--- src/rtl/mult_sched_pkg.sv ---
// rtl/mult_sched_pkg.sv - shared types, defaults and helpers for the multiplier scheduler
package mult_sched_pkg;

  typedef enum logic [1:0] {
    IDLE,
    ISSUE,
    WAIT,
    RESP
  } sched_state_t;

  localparam int NREQ_DEF    = 4;
  localparam int WIDTH_DEF   = 8;
  localparam int TIMEOUT_DEF = 32;

  // Round-robin pointer that follows the requester just served.
  function automatic int next_rr(input int owner, input int nreq);
    return (owner + 1 >= nreq) ? 0 : owner + 1;
  endfunction

endpackage

--- src/rtl/rr_arbiter.sv ---
// rtl/rr_arbiter.sv - combinational round-robin pick starting at rr_ptr
module rr_arbiter #(
  parameter int NREQ = 4,
  localparam int IW = $clog2(NREQ)
) (
  input  logic [NREQ-1:0] req,
  input  logic [IW-1:0]   rr_ptr,
  output logic [NREQ-1:0] grant,
  output logic [IW-1:0]   idx,
  output logic            any
);

  logic [IW:0]   sum;
  logic [IW-1:0] j;

  // Scan requesters from rr_ptr upward, wrapping at NREQ; first hit wins.
  always_comb begin
    grant = '0;
    idx   = '0;
    any   = 1'b0;
    sum   = '0;
    j     = '0;
    for (int k = 0; k < NREQ; k++) begin
      sum = {1'b0, rr_ptr} + (IW+1)'(k);
      if (sum >= (IW+1)'(NREQ)) begin
        sum = sum - (IW+1)'(NREQ);
      end
      j = sum[IW-1:0];
      if (!any && req[j]) begin
        any      = 1'b1;
        grant[j] = 1'b1;
        idx      = j;
      end
    end
  end

endmodule

--- src/rtl/mult_share_sched.sv ---
// rtl/mult_share_sched.sv - time-shares one multiplier core among NREQ requesters
module mult_share_sched
  import mult_sched_pkg::*;
#(
  parameter int NREQ    = NREQ_DEF,
  parameter int WIDTH   = WIDTH_DEF,
  parameter int TIMEOUT = TIMEOUT_DEF
) (
  input  logic                  clk,
  input  logic                  rst,
  input  logic [NREQ-1:0]       req_valid,
  input  logic [NREQ*WIDTH-1:0] req_a,
  input  logic [NREQ*WIDTH-1:0] req_b,
  output logic [NREQ-1:0]       req_ready,
  output logic [NREQ-1:0]       resp_valid,
  output logic [2*WIDTH-1:0]    resp_product,
  output logic                  resp_err,
  input  logic                  resp_ready,
  output logic                  mul_start,
  output logic [WIDTH-1:0]      mul_a,
  output logic [WIDTH-1:0]      mul_b,
  input  logic [2*WIDTH-1:0]    mul_product,
  input  logic                  mul_done,
  output logic                  busy
);

  localparam int IW = $clog2(NREQ);
  localparam int CW = $clog2(TIMEOUT + 1);

  sched_state_t       state;
  logic [IW-1:0]      rr_ptr;
  logic [IW-1:0]      owner;
  logic [WIDTH-1:0]   op_a;
  logic [WIDTH-1:0]   op_b;
  logic [2*WIDTH-1:0] result;
  logic               err;
  logic [CW-1:0]      count;

  logic [NREQ-1:0]    pick_grant;
  logic [IW-1:0]      pick_idx;
  logic               pick_any;

  rr_arbiter #(.NREQ(NREQ)) u_arb (
    .req    (req_valid),
    .rr_ptr (rr_ptr),
    .grant  (pick_grant),
    .idx    (pick_idx),
    .any    (pick_any)
  );

  // No transfer can happen on a reset edge, so the accept strobe is masked by rst.
  assign req_ready    = (state == IDLE && !rst) ? pick_grant : '0;
  assign busy         = (state != IDLE);
  assign mul_a        = op_a;
  assign mul_b        = op_b;
  assign resp_product = result;
  assign resp_err     = err;

  // Scheduler FSM: accept, start the core, wait with watchdog, hold the response.
  always_ff @(posedge clk) begin
    if (rst) begin
      state      <= IDLE;
      rr_ptr     <= '0;
      owner      <= '0;
      op_a       <= '0;
      op_b       <= '0;
      result     <= '0;
      err        <= 1'b0;
      count      <= '0;
      mul_start  <= 1'b0;
      resp_valid <= '0;
    end else begin
      mul_start <= 1'b0;
      unique case (state)
        IDLE: begin
          if (pick_any) begin
            op_a      <= req_a[int'(pick_idx)*WIDTH +: WIDTH];
            op_b      <= req_b[int'(pick_idx)*WIDTH +: WIDTH];
            owner     <= pick_idx;
            mul_start <= 1'b1;
            state     <= ISSUE;
          end
        end
        ISSUE: begin
          count <= '0;
          state <= WAIT;
        end
        WAIT: begin
          // A completion in the final watchdog cycle still counts as success.
          if (mul_done) begin
            result     <= mul_product;
            err        <= 1'b0;
            resp_valid <= NREQ'(1) << owner;
            state      <= RESP;
          end else if (count == CW'(TIMEOUT - 1)) begin
            result     <= '0;
            err        <= 1'b1;
            resp_valid <= NREQ'(1) << owner;
            state      <= RESP;
          end else begin
            count <= count + CW'(1);
          end
        end
        RESP: begin
          if (resp_ready) begin
            resp_valid <= '0;
            rr_ptr     <= IW'(next_rr(int'(owner), NREQ));
            state      <= IDLE;
          end
        end
        default: state <= IDLE;
      endcase
    end
  end

endmodule

--- config.mk ---
export PLATFORM = sky130hd
export DESIGN_NAME = mult_share_sched
export DESIGN_NICKNAME = d
export VERILOG_FILES = /design/src/rtl/mult_sched_pkg.sv /design/src/rtl/rr_arbiter.sv /design/src/rtl/mult_share_sched.sv
export SDC_FILE = /design/constraint.sdc
export NUM_CORES = 1
export LEC_CHECK = 0
export CAP_MARGIN = 10
export CORE_ASPECT_RATIO = 1.2
export CORE_UTILIZATION = 44
export CTS_CLUSTER_DIAMETER = 30
export DETAILED_ROUTE_END_ITERATION = 16
export HOLD_SLACK_MARGIN = 0.1
export PLACE_DENSITY = 0.82
export SLEW_MARGIN = 20
export SYNTH_ARGS = -nofsm -noshare
export SYNTH_HDL_FRONTEND = slang
export SYNTH_SLANG_ARGS = --single-unit
export TNS_END_PERCENT = 20
--- constraint.sdc ---
create_clock -name clk -period 4.2 [get_ports clk]
set_input_delay 0.84 -clock clk [delete_from_list [all_inputs] [get_ports clk]]
set_output_delay 0.84 -clock clk [all_outputs]
set_load 0.005 [all_outputs]
Word-level counts from Yosys, hierarchy flattened. Index checks and enable logic that the tools add are counted.

Bits in registers: 50. Input port bits: 88. Output and inout bits: 43.

Add/sub/neg operators: 9. Order comparisons: 13. Equality and inequality tests: 9. Shift operators: 3. Muxes and demuxes: 51. Bitwise gates (word level): 4. Reduce and logical (&&, ||, !) cells: 24.

Operators with widths (number): $shiftx A32 B6 Y8 (2); $mux W16 (2); $mux W4 (8); $mux W2 (13); $mux W1 (15); $ge A3 B3 Y1 const B (4); $lt A2 B3 Y1 const B (4); $mux W6 (2); $or A4 B4 Y4 (3); $pmux W6 S2 (1); $reduce_and A3 Y1 (3); $bmux W1 S2 (4); $demux W1 S2 (4); $ge A2 B1 Y1 const B (4); $logic_and A1 B1 Y1 (8); $ne A2 B2 Y1 const B (4); $pmux W2 S4 (1); $pmux W4 S2 (1); $reduce_bool A2 Y1 (4); $sub A2 B1 Y2 const B (4); $add A2 B1 Y3 const B (2); $add A2 B2 Y3 const B (2); $add A6 B1 Y6 const B (1); $eq A6 B5 Y1 const B (1); 10 further kinds (16).

Depth between registers and ports, before layout. Gate-level depths: netlist of the first run.

Depth after elaboration: 16. Mapped depth: 12.

Modules after synthesis. Synthesis of the first run repeated with hierarchy kept, for this count alone.

Cell total of the unflattened synthesis: 284. Area total of the unflattened synthesis: 2830.2 um^2.

Modules (own cells, without submodules): mult_share_sched (instances 1, cells each 239, area each 2411.1 um^2, sequential area each 1001.0 um^2); rr_arbiter (instances 1, cells each 45, area each 419.2 um^2, sequential area each 0.0 um^2).

Least setup slack after synthesis of the first run. OpenSTA, ideal clock, no wires.

Path type: reg2out. From: reg rr_ptr[0]. To: out req_ready[0]. Arrival time: 2684 ps. Slack: 676 ps. Stages on the path, launching flop included: 13. Path through: dfxtp_1 -> buf_6 -> clkbuf_1 -> inv_2 -> ha_1 -> clkbuf_1 -> mux4_2 -> and2b_1 -> buf_2 -> a22oi_1 -> a21oi_1 -> a21oi_1 -> nor2_1.

Longest elaborated chain between the ends: 15. Elaborated cells on any way between the ends: 60. Those cells by class: add/sub: 7; order compare: 12; mux: 28; bitwise: 3; reduce/logical: 10.

RTL lines: start, declared (RTL line mult_share_sched.sv:31) `logic [IW-1:0] rr_ptr;`; start signal, assigned (RTL line mult_share_sched.sv:107) `rr_ptr <= IW'(next_rr(int'(owner), NREQ));`; branches (longest 13 deep; another with $add A2 B1 Y3); $mux W4 * (RTL line rr_arbiter.sv:29) `if (!any && req[j]) begin`; $mux W4 * (RTL line mult_share_sched.sv:52) `assign req_ready = (state == IDLE && !rst) ? pick_grant : '0;`; end, declared (RTL line mult_share_sched.sv:14) `output logic [NREQ-1:0] req_ready,`.

Mark *: on every way between the ends. The select of a mux whose other input is x is not followed.

Final worst setup path of the first run.
From: in req_valid[0]. To: out req_ready[0].

Longest elaborated chain between the ends: 13. Elaborated cells on any way between the ends: 25. Those cells by class: mux: 16; bitwise: 3; reduce/logical: 6.

RTL lines: start, declared (RTL line mult_share_sched.sv:11) `input logic [NREQ-1:0] req_valid,`; $bmux W1 S2 (RTL line rr_arbiter.sv:29); $mux W1 (implied by the code) (RTL line rr_arbiter.sv:29); $mux W1 (RTL line rr_arbiter.sv:29); $logic_not A1 Y1 (RTL line rr_arbiter.sv:29); $logic_and A1 B1 Y1 (RTL line rr_arbiter.sv:29); $mux W1 (RTL line rr_arbiter.sv:29); $logic_not A1 Y1 (RTL line rr_arbiter.sv:29); $logic_and A1 B1 Y1 (RTL line rr_arbiter.sv:29); $mux W1 (RTL line rr_arbiter.sv:29); $logic_not A1 Y1 (RTL line rr_arbiter.sv:29); $logic_and A1 B1 Y1 (RTL line rr_arbiter.sv:29); $mux W4 * (RTL line rr_arbiter.sv:29); $mux W4 * (RTL line mult_share_sched.sv:52).

Every way passes the cells marked *; elsewhere a longest branch is shown, timed or not. The select of a mux whose other input is x is not followed.

==> impl_metrics.toml, run 1 <==
[outcome]
status = "completed"

[final_layout]
nFillCells = 640
syn_to_final_growth_pct = 45.7
fin_cells = 597
diodes = 0
multi_input_area_mm2 = 0.00210
layout.nets = 612
seq_area_mm2 = 0.00100
layout-drive-gt1-share_pct = 8.68

[power_and_ir_drop]
p_leak_nw = 1.84
cellPowerDensity_mw_per_mm2 = 393
p_seq_share_pct = 34.3
switching_share_pct = 37.3
p_sw_w = 0.000698
ir_worst_vdd_uv = 341
clockPowerShare_pct = 16.7
p_comb_share_pct = 48.9
p_int_w = 0.00117

[worst_setup_path]
worstSetupStartpoint = "req_valid[0]"
critPathKind = "input port to output port"
reg2reg_depth = 9
r2r_setup_slack_ps = 1150
arrival_ps = 3250
cp_max_fo = 9
cp-endpoint = "req_ready[0]"
crit-reg2reg-capture = "mul_a[6]$_SDFFE_PP0P_"
rr_startpoint = "rr_ptr[1]$_SDFFE_PP0P_"
cp.required_ps = 3360
start_kind = "input port"
cp-end-kind = "output port"

[drt]
ant_nets = 0
viasPerCell = 5.97
wirelength_um = 10300
firstDrtPassIters = 5
route.vias.total = 3565
drtIter0Drc = 234
routedWlPerCell_um = 17.3
drc = 0

[synth]
netlist_instances = 386
synth.avg_cell_area_um2 = 8.46
async_reset_ff_share_pct = 0
synth_top_family_by_area = "compound AO/OA/AOI/OAI gates"
synth_compound_area_share_pct = 31.1
ys_ff_latch = 50
yosysSeqAreaShare_pct = 30.6
synth_area_mm2 = 0.00327
synth_fp_nets = 492
synth.distinct_cells = 51
synthXorXnorAreaFrac_pct = 1.07
synth_ff_type = "dfxtp_1"
yosys_warnings = 0
synth.area.mux_share_pct = 9.35
synth_simple_gate_area_share_pct = 15.4
synth-adder-area-share_pct = 6.89
synth_edf_count = 0

[floorplanning]
row_count = 34
io_pins = 131
fp.dieArea_mm2 = 0.00777
fp.dieH_um = 96.4
die_w_um = 80.7
start_util_pct = 45.2
fp.coreArea_mm2 = 0.00723

[global_route]
grt_max_degree = 30
grt_pass1_wl_um = 15700
first_global_vias = 3369
grt_util_all_layers_pct = 25.4
antenna_found_initial = 0
grt_overflow = 0

[clock_network]
clock_sinks = 50
cts_made_buffers = 5
cts-htree-levels = 2
holdBufCountCts = 0
clockRootBuffer = "clkbuf_8"
insertion_delay_ps = 320
clk_pin_slew_ps = 100
clockBufferDepth = 2
cts_tree = "done"

[timing]
hold_viol_final = 0
setup_viol = 0
maxSlewViolCount = 0
fin_tns_setup_ps = 0
fmax_mhz = 244
fin_crit_ps = 4090
rsz0062_at_grt = "no"
period_share_pct = 97.5
slew_headroom_pct = 51.4
clock-skew-final_ps = 12.8
worst_pin_slew_ps = 728

[placed_design]
gp_congestion = 0.845
port_buffers = 130
dp_hpwl_um = 7470
dpl.cell_count = 586

[run]
max_cap_violations = 0

[worst_hold_path]
worstHoldPathType = "register to register"
hp-start = "resp_err$_SDFFE_PP0P_"
## how the worst min path moves through the flow
stage / endpoint / depth (start not counted)
after global routing: resp_err$_SDFFE_PP0P_ / 2
after global placement: count[5]$_SDFFE_PP0P_ / 2
after floorplan: count[5]$_SDFFE_PP0P_ / 2
after detailed placement: resp_err$_SDFFE_PP0P_ / 2
final: resp_err$_SDFFE_PP0P_ / 2
after CTS: resp_err$_SDFFE_PP0P_ / 2
## metal layers
| layer | GRT usage (%) | share of wire [%] |
|---|---|---|
| met5 | 0 | 0 |
| met4 | 7.74 | 1.1 |
| met3 | 7.23 | 9.3 |
| met2 | 45.2 | 50 |
| met1 | 29.2 | 40 |
## power groups by stage
stage,sequential [W],clock [W],combinational (W)
after global placement,0.000645,0,0.000877
after CTS,0.000642,0.000320,0.000906
final,0.000643,0.000313,0.000916
after floorplan,0.000647,0,0.000488
after detailed placement,0.000651,0,0.000902
after global routing,0.000654,0.000340,0.000989
## synthesized netlist by cell type, types with 3 or more instances
library cell | n | area share (%)
a21oi_1 | 48 | 7.4
a221oi_1 | 7 | 1.9
a222oi_1 | 11 | 3.4
a22oi_1 | 32 | 7.4
a2bb2oi_1 | 11 | 2.9
a31oi_1 | 4 | 0.77
and3_1 | 12 | 2.3
buf_2 | 5 | 0.77
clkbuf_1 | 18 | 2.1
dfxtp_1 | 50 | 31
ha_1 | 18 | 6.9
inv_1 | 12 | 1.4
mux2_2 | 4 | 1.4
mux2_4 | 9 | 4.1
mux2i_1 | 8 | 2.5
nand2_1 | 20 | 2.3
nand2b_1 | 6 | 1.1
nand3_1 | 8 | 1.2
nor2_1 | 44 | 5.1
o21a_1 | 4 | 0.92
o21ai_0 | 4 | 0.61
o221ai_1 | 11 | 2.9
xor2_1 | 3 | 0.80
## worst max-delay path, cell delays in order
cell and delay, ps:
clkdlybuf4s50_1 520, or2_2 380, or4_1 400, a21oi_1 330, a21oi_1 120, nor2_1 130, clkdlybuf4s50_1 520
## metrics by stage
stage	hold WS, ps	power, W	setup slack [ps]	utilization [%]	cell area, um2
2_1_floorplan	435	0.00113	676	-	3270
4_1_cts	469	0.00187	111	65.4	4730
3_3_place_gp	443	0.00152	269	64.1	4630
5_1_grt	499	0.00198	2.62	65.8	4760
6_report	468	0.00187	107	65.8	4760
3_5_place_dp	450	0.00155	109	64.1	4630
## state kept, by name, summed over array words and instances, names as in the netlist
| name | cells |
|---|---|
| resp_product | 16 |
| mul_a | 8 |
| mul_b | 8 |
| count | 6 |
| resp_valid | 4 |
| owner | 2 |
| rr_ptr | 2 |
| state | 2 |
| mul_start | 1 |
| resp_err | 1 |
## final cells by class
class                      instances  share of cell area, %
multi-input combinational        294                   44.0
timing repair buffer             141                   29.4
sequential                        50                   21.0
tap                               90                   2.37
clock buffer                       5                   1.45
inverter                          14                   1.10
clock inverter                     3                  0.605
## placed cells by master, fill, tap and decap left out, types with 2 or more instances in the layout
cell and instances:
clkdlybuf4s50_1 129, dfxtp_1 50, a21oi_1 47, nor2_1 44
a22oi_1 32, nand2_1 20, ha_1 17, inv_1 12
and3_1 12, a222oi_1 11, a2bb2oi_1 11, o221ai_1 11
buf_4 10, mux2_4 9, nand3_1 8, a221oi_1 7
mux2i_1 7, nand2b_1 6, clkbuf_8 5, mux2_2 4
o21a_1 4, a31oi_1 4, o21ai_0 4, xor2_1 3
or2_2 2, o22ai_1 2, mux4_2 2, nand4_1 2
nor3_1 2, a211oi_1 2, a21oi_2 2, and2_1 2
## timing repair
item | 4_1_cts | 5_1_grt
buffers inserted | 0 | 3
gates resized for setup | 0 | 2
endpoints found under the hold margin | 0 | 0
setup endpoints to repair | 0 | 1
## cells by family after synthesis
| group | count (synthesis) |
|---|---|
| flops | 50 |
| compound gates | 144 |
| xor+xnor | 4 |
| mux | 23 |
| buf+inv | 42 |
| fa+ha+maj | 18 |
| simple gates | 105 |
No activity file was read; power rests on OpenSTA's default activity.
==> run 2: changes to the inputs <==
--- a/config.mk
+++ b/config.mk
@@ -8,9 +8,10 @@
 export CAP_MARGIN = 10
 export CORE_ASPECT_RATIO = 1.2
-export CORE_UTILIZATION = 44
+export CORE_UTILIZATION = 45
 export CTS_CLUSTER_DIAMETER = 30
 export DETAILED_ROUTE_END_ITERATION = 16
+export DONT_BUFFER_PORTS = 1
 export HOLD_SLACK_MARGIN = 0.1
-export PLACE_DENSITY = 0.82
+export PLACE_DENSITY = 0.61
 export SLEW_MARGIN = 20
 export SYNTH_ARGS = -nofsm -noshare
==> constraint.sdc (replaced) <==
create_clock -name clk -period 4.2 [get_ports clk]
set_input_delay 0.84 -clock clk [delete_from_list [all_inputs] [get_ports clk]]
set_output_delay 0.84 -clock clk [all_outputs]
set_load 0.05 [all_outputs]
==> run 2 against run 1 <==
Register-to-register slack lost 30 ps. Highest routed layer unchanged. Hold slack lost 0.93 ps. Total power grew 1.6%.
==> impl_metrics.toml, run 2 (synthesized netlist as in run 1, its figures left out) <==
[outcome]
status = "completed"

[drt]
route.vias.total = 3037
routedWlPerCell_um = 19.4
viasPerCell = 6.59
firstDrtPassIters = 6
drtIter0Drc = 185
ant_nets = 0
drc = 0
wirelength_um = 8940

[timing]
fin_ws_ps = 459
setup_viol = 0
fin_crit_ps = 3740
maxSlewViolCount = 0
clock-skew-final_ps = 9.14
period_share_pct = 89.1
fmax_mhz = 267
hold_viol_final = 0
fin_tns_setup_ps = 0
rsz0062_at_grt = "no"
worst_pin_slew_ps = 825
slew_headroom_pct = 45.0

[floorplanning]
start_util_pct = 47.1
row_count = 33
die_w_um = 79.8
fp.dieH_um = 95.3
fp.dieArea_mm2 = 0.00761
io_pins = 131
fp.coreArea_mm2 = 0.00694

[global_route]
first_global_vias = 2732
grt_util_all_layers_pct = 22.3
grt_overflow = 0
grt_max_degree = 30
antenna_found_initial = 0
grt_pass1_wl_um = 13100

[final_layout]
final_common_cell = "dfxtp_1"
diodes = 0
nFillCells = 691
seq_area_mm2 = 0.00100
syn_to_final_growth_pct = 4.48
layout.nets = 479
largest_reg_flops = 16
layout_common_cells = "dfxtp_1 (50), a21oi_1 (47), nor2_1 (44)"
layout-drive-gt1-share_pct = 10.7
multi_input_area_mm2 = 0.00209

[clock_network]
insertion_delay_ps = 310
clockRootBuffer = "clkbuf_8"
postCtsResizedCells = 0
cts_tree = "done"
holdBufCountCts = 0
cts_made_buffers = 5
clock_sinks = 50
clockBufferDepth = 2
cts-htree-levels = 2
post-cts-setup-buffers = 0
clk_pin_slew_ps = 110

[worst_setup_path]
worstSetupStartpoint = "rr_ptr[1]$_SDFFE_PP0P_"
cp-end-kind = "output port"
r2r_setup_slack_ps = 1120
crit-reg2reg-capture = "mul_b[4]$_SDFFE_PP0P_"
cp.required_ps = 3360
cp_max_fo = 10
cp-endpoint = "req_ready[1]"
reg2reg_depth = 8
rr_startpoint = "rr_ptr[1]$_SDFFE_PP0P_"
critPathKind = "register to output port"
start_kind = "register"
arrival_ps = 2900

[power_and_ir_drop]
ir_worst_vdd_uv = 258
p_leak_nw = 1.32
cellPowerDensity_mw_per_mm2 = 557

[placed_design]
dp_hpwl_um = 6230
place_ws_ps = 843
port_buffers = 0
gp_congestion = 0.820

[worst_hold_path]
worstHoldPathType = "register to register"

[run]
max_cap_violations = 0
## run 2: changes by cell type in the layout (fill, tap and decap cells not counted), sizes merged
cell	previous run	this run
dlymetal6s2s	1	0
inv	15	14
clkinv	2	3
buf	11	8
clkdlybuf4s50	129	0
## run 2: layout make-up
cell class / count / area share (%)
Multi-Input combinational cell: 294 / 61.3
Sequential cell: 50 / 29.3
Tap cell: 87 / 3.19
Clock buffer: 5 / 2.02
Timing Repair Buffer: 8 / 1.76
Inverter: 14 / 1.54
Clock inverter: 3 / 0.843
## run 2: how the worst min path moves through the flow
stage | from | end | slack (ps) | cells past startpoint
5_1_grt | count[5]$_SDFFE_PP0P_ | count[5]$_SDFFE_PP0P_ | 480 | 2
3_5_place_dp | count[5]$_SDFFE_PP0P_ | count[5]$_SDFFE_PP0P_ | 460 | 2
6_report | count[5]$_SDFFE_PP0P_ | count[5]$_SDFFE_PP0P_ | 470 | 2
3_3_place_gp | count[5]$_SDFFE_PP0P_ | count[5]$_SDFFE_PP0P_ | 450 | 2
2_1_floorplan | count[5]$_SDFFE_PP0P_ | count[5]$_SDFFE_PP0P_ | 440 | 2
4_1_cts | count[5]$_SDFFE_PP0P_ | count[5]$_SDFFE_PP0P_ | 470 | 2
## run 2: layer usage
metal,GRT usage (%),vias to the layer above,share of wire [%]
met5,0,-,0
met4,7.74,0,2.1
met3,6.22,17,8.8
met2,38.0,151,48
met1,26.9,1434,41
li1,-,1435,-
## run 2: stage by stage
stage	area, um2	std cells	hold WS [ps]	total power [W]	utilization [%]
after floorplan	3270	386	435	0.00146	-
after global placement	3320	453	449	0.00159	47.8
after detailed placement	3320	453	458	0.00160	47.8
after CTS	3410	461	473	0.00191	49.2
after global routing	3410	461	483	0.00202	49.2
final	3410	461	467	0.00190	49.2
## run 2: worst max-delay path: stages, from the launching register on
cell     delay [ps]
dfxtp_1         490
inv_1           190
ha_1            490
mux4_2          420
and2b_1         370
a22oi_1         110
a21oi_1         160
a21oi_1          60
nor2_1          100
buf_4           200
## run 2: power by group
group          leakage, nW  internal [W]  switching [W]
clock network       0.0502      0.000124       0.000185
logic                0.863      0.000246       0.000409
registers            0.408      0.000574       0.000364
total                 1.32      0.000944       0.000957
